**config.mk**
```make
export PLATFORM = sky130hd
export DESIGN_NAME = regfile_port_ctrl_flat
export DESIGN_NICKNAME = d
export VERILOG_FILES = /design/src/rtl/regfile_port_ctrl_if.sv /design/src/rtl/regfile_port_ctrl.sv /design/src/flat_wrapper.sv
export SDC_FILE = /design/constraint.sdc
export NUM_CORES = 1
export LEC_CHECK = 0
export CAP_MARGIN = 40
export CELL_PAD_IN_SITES_DETAIL_PLACEMENT = 1
export CELL_PAD_IN_SITES_GLOBAL_PLACEMENT = 1
export CORE_MARGIN = 2
export CORE_UTILIZATION = 30
export CTS_CLUSTER_DIAMETER = 120
export DETAILED_ROUTE_END_ITERATION = 10
export MAX_ROUTING_LAYER = met4
export PLACE_DENSITY = 0.87
export SETUP_SLACK_MARGIN = 0.15
export SLEW_MARGIN = 10
export SYNTH_ARGS = -nofsm -noshare
export SYNTH_HDL_FRONTEND = slang
export SYNTH_SLANG_ARGS = --single-unit
```
**constraint.sdc**
```tcl
create_clock -name clk -period 2.45 [get_ports clk]
set_clock_uncertainty 0.05 [all_clocks]
set_input_delay 0.49 -clock clk [delete_from_list [all_inputs] [get_ports clk]]
set_output_delay 0.49 -clock clk [all_outputs]
set_load 0.1 [all_outputs]
```
**src/rtl/regfile_port_ctrl_if.sv**
```systemverilog
// Request, wordline/bitline and response signals between the decode stage, the
// register-file access controller and the bit-cell array.
interface regfile_port_ctrl_if #(
    parameter int NUM_REGS = 16,
    parameter int DATA_W   = 16,
    parameter int ADDR_W   = 4
);
    logic                req_valid;
    logic                req_ready;
    logic [ADDR_W-1:0]   req_src1;
    logic [ADDR_W-1:0]   req_src2;
    logic [ADDR_W-1:0]   req_dst;
    logic                req_wr;
    logic [DATA_W-1:0]   req_wdata;
    logic [NUM_REGS-1:0] wl_read1;
    logic [NUM_REGS-1:0] wl_read2;
    logic [NUM_REGS-1:0] wl_write;
    logic [DATA_W-1:0]   wdata_bus;
    logic [DATA_W-1:0]   bitline1;
    logic [DATA_W-1:0]   bitline2;
    logic                rsp_valid;
    logic                rsp_ready;
    logic [DATA_W-1:0]   rsp_data1;
    logic [DATA_W-1:0]   rsp_data2;

    // The controller owns the request/response endpoints and drives the array.
    modport master (
        input  req_valid, req_src1, req_src2, req_dst, req_wr, req_wdata,
        output req_ready,
        output wl_read1, wl_read2, wl_write, wdata_bus,
        input  bitline1, bitline2,
        output rsp_valid, rsp_data1, rsp_data2,
        input  rsp_ready
    );

    modport slave (
        output req_valid, req_src1, req_src2, req_dst, req_wr, req_wdata,
        input  req_ready,
        input  wl_read1, wl_read2, wl_write, wdata_bus,
        output bitline1, bitline2,
        input  rsp_valid, rsp_data1, rsp_data2,
        output rsp_ready
    );
endinterface

```
**src/rtl/regfile_port_ctrl.sv**
```systemverilog
// Register-file access controller: decodes one request into one-hot wordlines for a
// single DRIVE cycle, captures both read operands and returns them over valid/ready.
module regfile_port_ctrl #(
    parameter int NUM_REGS = 16,
    parameter int DATA_W   = 16,
    parameter int ADDR_W   = 4,
    parameter bit ZERO_R0  = 1'b1
) (
    input  logic                  clk,
    input  logic                  rst,
    regfile_port_ctrl_if.master   bus
);
    typedef enum logic [1:0] {
        IDLE  = 2'd0,
        DRIVE = 2'd1,
        RESP  = 2'd2
    } state_t;

    state_t              state;
    logic                wr_en;
    logic [DATA_W-1:0]   cap1;
    logic [DATA_W-1:0]   cap2;

    function automatic logic [NUM_REGS-1:0] onehot(input logic [ADDR_W-1:0] addr);
        logic [NUM_REGS-1:0] v;
        v       = '0;
        v[addr] = 1'b1;
        return v;
    endfunction

    assign bus.req_ready = (state == IDLE);

    // Writes to R0 never reach the array when R0 is hardwired to zero.
    assign wr_en = bus.req_wr && !(ZERO_R0 && (bus.req_dst == '0));

    // During DRIVE the live wordlines identify the addresses, so a shared bit between
    // the write and read vectors is exactly "write active and dst == src".
    always_comb begin
        // NOTE: defaults first so every path assigns the outputs and no latch is inferred.
        cap1 = bus.bitline1;
        cap2 = bus.bitline2;
        if (ZERO_R0 && bus.wl_read1[0])
            cap1 = '0;
        else if ((bus.wl_write & bus.wl_read1) != '0)
            cap1 = bus.wdata_bus;
        if (ZERO_R0 && bus.wl_read2[0])
            cap2 = '0;
        else if ((bus.wl_write & bus.wl_read2) != '0)
            cap2 = bus.wdata_bus;
    end

    // NOTE: registered state uses non-blocking assignments so every flop samples pre-edge values.
    always_ff @(posedge clk) begin
        if (rst) begin
            state         <= IDLE;
            bus.wl_read1  <= '0;
            bus.wl_read2  <= '0;
            bus.wl_write  <= '0;
            bus.wdata_bus <= '0;
            bus.rsp_valid <= 1'b0;
            bus.rsp_data1 <= '0;
            bus.rsp_data2 <= '0;
        end else begin
            case (state)
                IDLE: begin
                    if (bus.req_valid) begin
                        bus.wl_read1  <= onehot(bus.req_src1);
                        bus.wl_read2  <= onehot(bus.req_src2);
                        bus.wl_write  <= wr_en ? onehot(bus.req_dst) : '0;
                        bus.wdata_bus <= bus.req_wdata;
                        state         <= DRIVE;
                    end
                end
                DRIVE: begin
                    bus.rsp_data1 <= cap1;
                    bus.rsp_data2 <= cap2;
                    bus.rsp_valid <= 1'b1;
                    bus.wl_read1  <= '0;
                    bus.wl_read2  <= '0;
                    bus.wl_write  <= '0;
                    bus.wdata_bus <= '0;
                    state         <= RESP;
                end
                RESP: begin
                    if (bus.rsp_ready) begin
                        bus.rsp_valid <= 1'b0;
                        state         <= IDLE;
                    end
                end
                default: state <= IDLE;
            endcase
        end
    end
endmodule
```
**src/flat_wrapper.sv**
```systemverilog
// flat-port wrapper written by rule: the top's interface ports become plain ports
module regfile_port_ctrl_flat 
#(
    parameter int NUM_REGS = 16,
    parameter int DATA_W   = 16,
    parameter int ADDR_W   = 4,
    parameter bit ZERO_R0  = 1'b1
)
  (clk, rst, bus_req_valid, bus_req_src1, bus_req_src2, bus_req_dst, bus_req_wr, bus_req_wdata, bus_req_ready, bus_wl_read1, bus_wl_read2, bus_wl_write, bus_wdata_bus, bus_bitline1, bus_bitline2, bus_rsp_valid, bus_rsp_data1, bus_rsp_data2, bus_rsp_ready);
  regfile_port_ctrl_if #(.NUM_REGS(NUM_REGS), .DATA_W(DATA_W), .ADDR_W(ADDR_W)) bus_i ();
  input  logic clk;
  input  logic rst;
  input wire logic [$bits(bus_i.req_valid)-1:0] bus_req_valid;
  input wire logic [$bits(bus_i.req_src1)-1:0] bus_req_src1;
  input wire logic [$bits(bus_i.req_src2)-1:0] bus_req_src2;
  input wire logic [$bits(bus_i.req_dst)-1:0] bus_req_dst;
  input wire logic [$bits(bus_i.req_wr)-1:0] bus_req_wr;
  input wire logic [$bits(bus_i.req_wdata)-1:0] bus_req_wdata;
  output wire logic [$bits(bus_i.req_ready)-1:0] bus_req_ready;
  output wire logic [$bits(bus_i.wl_read1)-1:0] bus_wl_read1;
  output wire logic [$bits(bus_i.wl_read2)-1:0] bus_wl_read2;
  output wire logic [$bits(bus_i.wl_write)-1:0] bus_wl_write;
  output wire logic [$bits(bus_i.wdata_bus)-1:0] bus_wdata_bus;
  input wire logic [$bits(bus_i.bitline1)-1:0] bus_bitline1;
  input wire logic [$bits(bus_i.bitline2)-1:0] bus_bitline2;
  output wire logic [$bits(bus_i.rsp_valid)-1:0] bus_rsp_valid;
  output wire logic [$bits(bus_i.rsp_data1)-1:0] bus_rsp_data1;
  output wire logic [$bits(bus_i.rsp_data2)-1:0] bus_rsp_data2;
  input wire logic [$bits(bus_i.rsp_ready)-1:0] bus_rsp_ready;
  assign bus_i.req_valid = bus_req_valid;
  assign bus_i.req_src1 = bus_req_src1;
  assign bus_i.req_src2 = bus_req_src2;
  assign bus_i.req_dst = bus_req_dst;
  assign bus_i.req_wr = bus_req_wr;
  assign bus_i.req_wdata = bus_req_wdata;
  assign bus_req_ready = bus_i.req_ready;
  assign bus_wl_read1 = bus_i.wl_read1;
  assign bus_wl_read2 = bus_i.wl_read2;
  assign bus_wl_write = bus_i.wl_write;
  assign bus_wdata_bus = bus_i.wdata_bus;
  assign bus_i.bitline1 = bus_bitline1;
  assign bus_i.bitline2 = bus_bitline2;
  assign bus_rsp_valid = bus_i.rsp_valid;
  assign bus_rsp_data1 = bus_i.rsp_data1;
  assign bus_rsp_data2 = bus_i.rsp_data2;
  assign bus_i.rsp_ready = bus_rsp_ready;
  regfile_port_ctrl #(.NUM_REGS(NUM_REGS), .DATA_W(DATA_W), .ADDR_W(ADDR_W), .ZERO_R0(ZERO_R0)) u_core (.clk(clk), .rst(rst), .bus(bus_i));
endmodule
```
==> flow_metrics.py <==
metrics = {
    "floorplan": {
        "pin_count": 163,
        "die_y_um": 117.6,
        "coreArea_um2": 12620,
        "die_area_um2": 13830,
        "rows": 41,
        "die_w_um": 117.6,
        "start_util_pct": 30.68,
    },
    "global_route": {
        "grt_max_degree": 48,
        "gr-total-overflow": 0,
        "antenna_found_initial": 0,
        "grt_pass1_vias": 3950,
        "grt_usage_pct": 21.03,
        "grt_first_pass_wirelength_um": 22420,
    },
    "critical_path": {
        "crit_arrival_ns": 2.27,
        "worst-path-max-fanout": 4,
        "crit_path_start_kind": "input port",
        "critPathRequiredTime_ns": 2.68,
        "end_kind": "flip-flop",
        "crit_type": "input port to flip-flop",
    },
    "routing": {
        "drc": 0,
        "dr.pass1.iters": 4,
        "routed_wl_um": 13950,
        "routedWlPerCell_um": 19.25,
        "vias": 3730,
        "avgViaCountPerCell": 5.145,
        "drt_iter0_drc": 213,
        "postRouteAntennaNets": 0,
    },
    "timing": {
        "finalSetupTns_ns": 0,
        "finalSetupViolations": 0,
        "max_slew_margin_pct": 45.16,
        "tightest_slew_ns": 0.8189,
        "grt_setup_unrepaired": "false",
        "fin_crit_sh_pct": 83.13,
        "fmax_mhz": 491.0,
        "finalHoldViolations": 0,
        "period_minus_slack_ns": 2.037,
        "slew_violations": 0,
    },
    "yosys": {
        "ys_types": 36,
        "synth_edf_count": 0,
        "syn_nets": 460,
        "ys_seq_elements": 99,
        "syn-cell-area_um2": 3871,
        "async_flop_share_pct": 0,
        "yosysMostFrequentCell": "dfxtp_1",
        "avgSynthCellArea_um2": 9.801,
        "ys.flop_type": "dfxtp_1",
        "synth_top_area_cell": "dfxtp_1",
        "ys_seq_area_share_pct": 51.20,
        "synth_warnings": 0,
        "netlist.area_leader.share_pct": 51.20,
        "yosys-top-cells-area": "dfxtp_1 51%, mux2i_1 8.3%, a22oi_1 6.8%",
        "synth_top_cells_by_count": "99 x dfxtp_1, 56 x nor2_1, 35 x a22oi_1, 35 x nand2_1, 32 x mux2i_1",
        "syn_inst": 395,
    },
    "clocking": {
        "cts-resized-gates": 0,
        "cts_tree": "done",
        "cts-htree-levels": 3,
        "ctsLongestPathBuffers": 2,
        "clk_pin_slew_worst_paths_ns": 0.07,
        "cts_root_buf": "clkbuf_16",
        "clkLatencyLatePin_ns": 0.35,
        "cts_hold_buf": 0,
        "post_cts_buffers": 0,
        "cts_made_buffers": 9,
        "cts_num_sinks": 99,
    },
    "finish": {
        "nets": 615,
        "fin_util_pct": 44.86,
        "syn_to_final_growth_pct": 46.25,
        "fillCellCount": 1476,
        "drive_above_1_share_pct": 23.51,
        "diodes": 0,
    },
    "placement": {
        "dp_hpwl_um": 10270,
        "place_congestion": 0.9096,
        "port_buffers": 162,
    },
    "power_and_ir_drop": {
        "powerDensity_nw_per_um2": 683.5,
        "power.leakage_nw": 2.485,
        "peakVddDrop_v": 0.0002946,
    },
    "run_status": {
        "outcome": "complete, no violations",
    },
    "run": {
        "drv_cap": 0,
    },
    "worst_hold_path": {
        "hold_path_class": "flip-flop to flip-flop",
    },
}
-- stage by stage --
stage                     hold slack (ns)  worst slack (ns)  power (W)  cells  instance area (µm²)
after floorplan                    0.5045            0.2659   0.002286    395                 3871
after global placement             0.3864            0.1851   0.002542    711                 5383
after detailed placement           0.3932           0.09763   0.002556    711                 5383
after CTS                          0.4073            0.4018   0.003899    725                 5662
after global routing               0.4346            0.2740   0.004014    725                 5662
final                              0.4015            0.4134   0.003870    725                 5662
-- power breakdown --
part	total, W	switching, W	leakage (nW)	internal, W
sequential	0.00172	0.0000503	0.804	0.00166
combinational	0.000808	0.000583	1.54	0.000225
clock	0.00135	0.000584	0.138	0.000763
-- worst paths after layout --
| check | from | cells past startpoint | slack [ns] | end |
|---|---|---|---|---|
| worst min register to register | u_core.bus.rsp_data1[10] | 2 | 0.40 | u_core.bus.rsp_data1[10] |
| worst max register to register | u_core.bus.wl_write[3] | 6 | 0.44 | u_core.bus.rsp_data2[12] |
| worst min-delay path | u_core.bus.rsp_data1[10] | 2 | 0.40 | u_core.bus.rsp_data1[10] |
| worst max-delay path | bus_req_valid | 6 | 0.41 | u_core.bus.wl_write[9] |
-- layout by cell type, fill, tap and decap left out, drive strengths merged --
cell type / Yosys / routed
or3: 2 / 2
o21ai: 33 / 33
a32oi: 11 / 11
nor3b: 4 / 4
a22oi: 35 / 35
nand3b: 1 / 1
clkinv: 0 / 1
clkdlybuf4s50: 0 / 63
clkbuf: 11 / 13
dfxtp: 99 / 99
nor3: 5 / 5
a221oi: 8 / 8
mux2i: 32 / 32
and2: 1 / 1
nor2b: 8 / 8
nor2: 57 / 57
and3: 1 / 1
nand2: 35 / 35
nor4: 1 / 1
and4: 3 / 3
a21oi: 2 / 2
o21bai: 1 / 1
a22o: 24 / 24
nand4b: 1 / 1
nand2b: 1 / 1
or3b: 2 / 2
buf: 15 / 107
inv: 2 / 2
-- flip-flops by register name, summed over array words and instances, names as in the netlist --
| name | count |
|---|---|
| u_core.bus.rsp_valid | 1 |
| u_core.bus.rsp_data1 | 16 |
| u_core.bus.wl_read1 | 16 |
| u_core.bus.wl_read2 | 16 |
| u_core.bus.wdata_bus | 16 |
| u_core.state | 2 |
| u_core.bus.rsp_data2 | 16 |
| u_core.bus.wl_write | 16 |
-- worst max-delay path, cell delays in order --
cell and delay, ns:
clkdlybuf4s50_1 0.53, nor3b_2 0.27, nand2_1 0.14, nor3b_1 0.54, a22oi_1 0.16, nor2_1 0.14
-- final cells by class --
class                   count  area (µm²)  area share (%)
clock buffers              13       270.3           4.773
clock inverters             1       8.758          0.1547
inverters                   2       7.507          0.1326
multi-input cells         268        1734           30.63
flip-flops and latches     99        1982           35.01
well taps                 172       215.2           3.801
repair buffers            170        1444           25.50
-- kinds of logic (layout without fill, tap and decap cells) --
family	after synthesis	after routing	share of synthesized area, %
and+or+nand+nor	122	122	14.74
AOI/OAI and AO/OA	114	114	21.56
DFF	99	99	51.20
muxes	32	32	8.274
buffers and inverters	28	186	4.234
-- routing by layer --
metal,share of wire [%],vias to the layer above,track usage (%)
met5,0,-,-
met1,45,1804,25.99
met3,6.0,13,4.409
met2,48,147,34.25
li1,-,1766,-
met4,1.4,0,7.229
(Power assumes the default switching activity.)
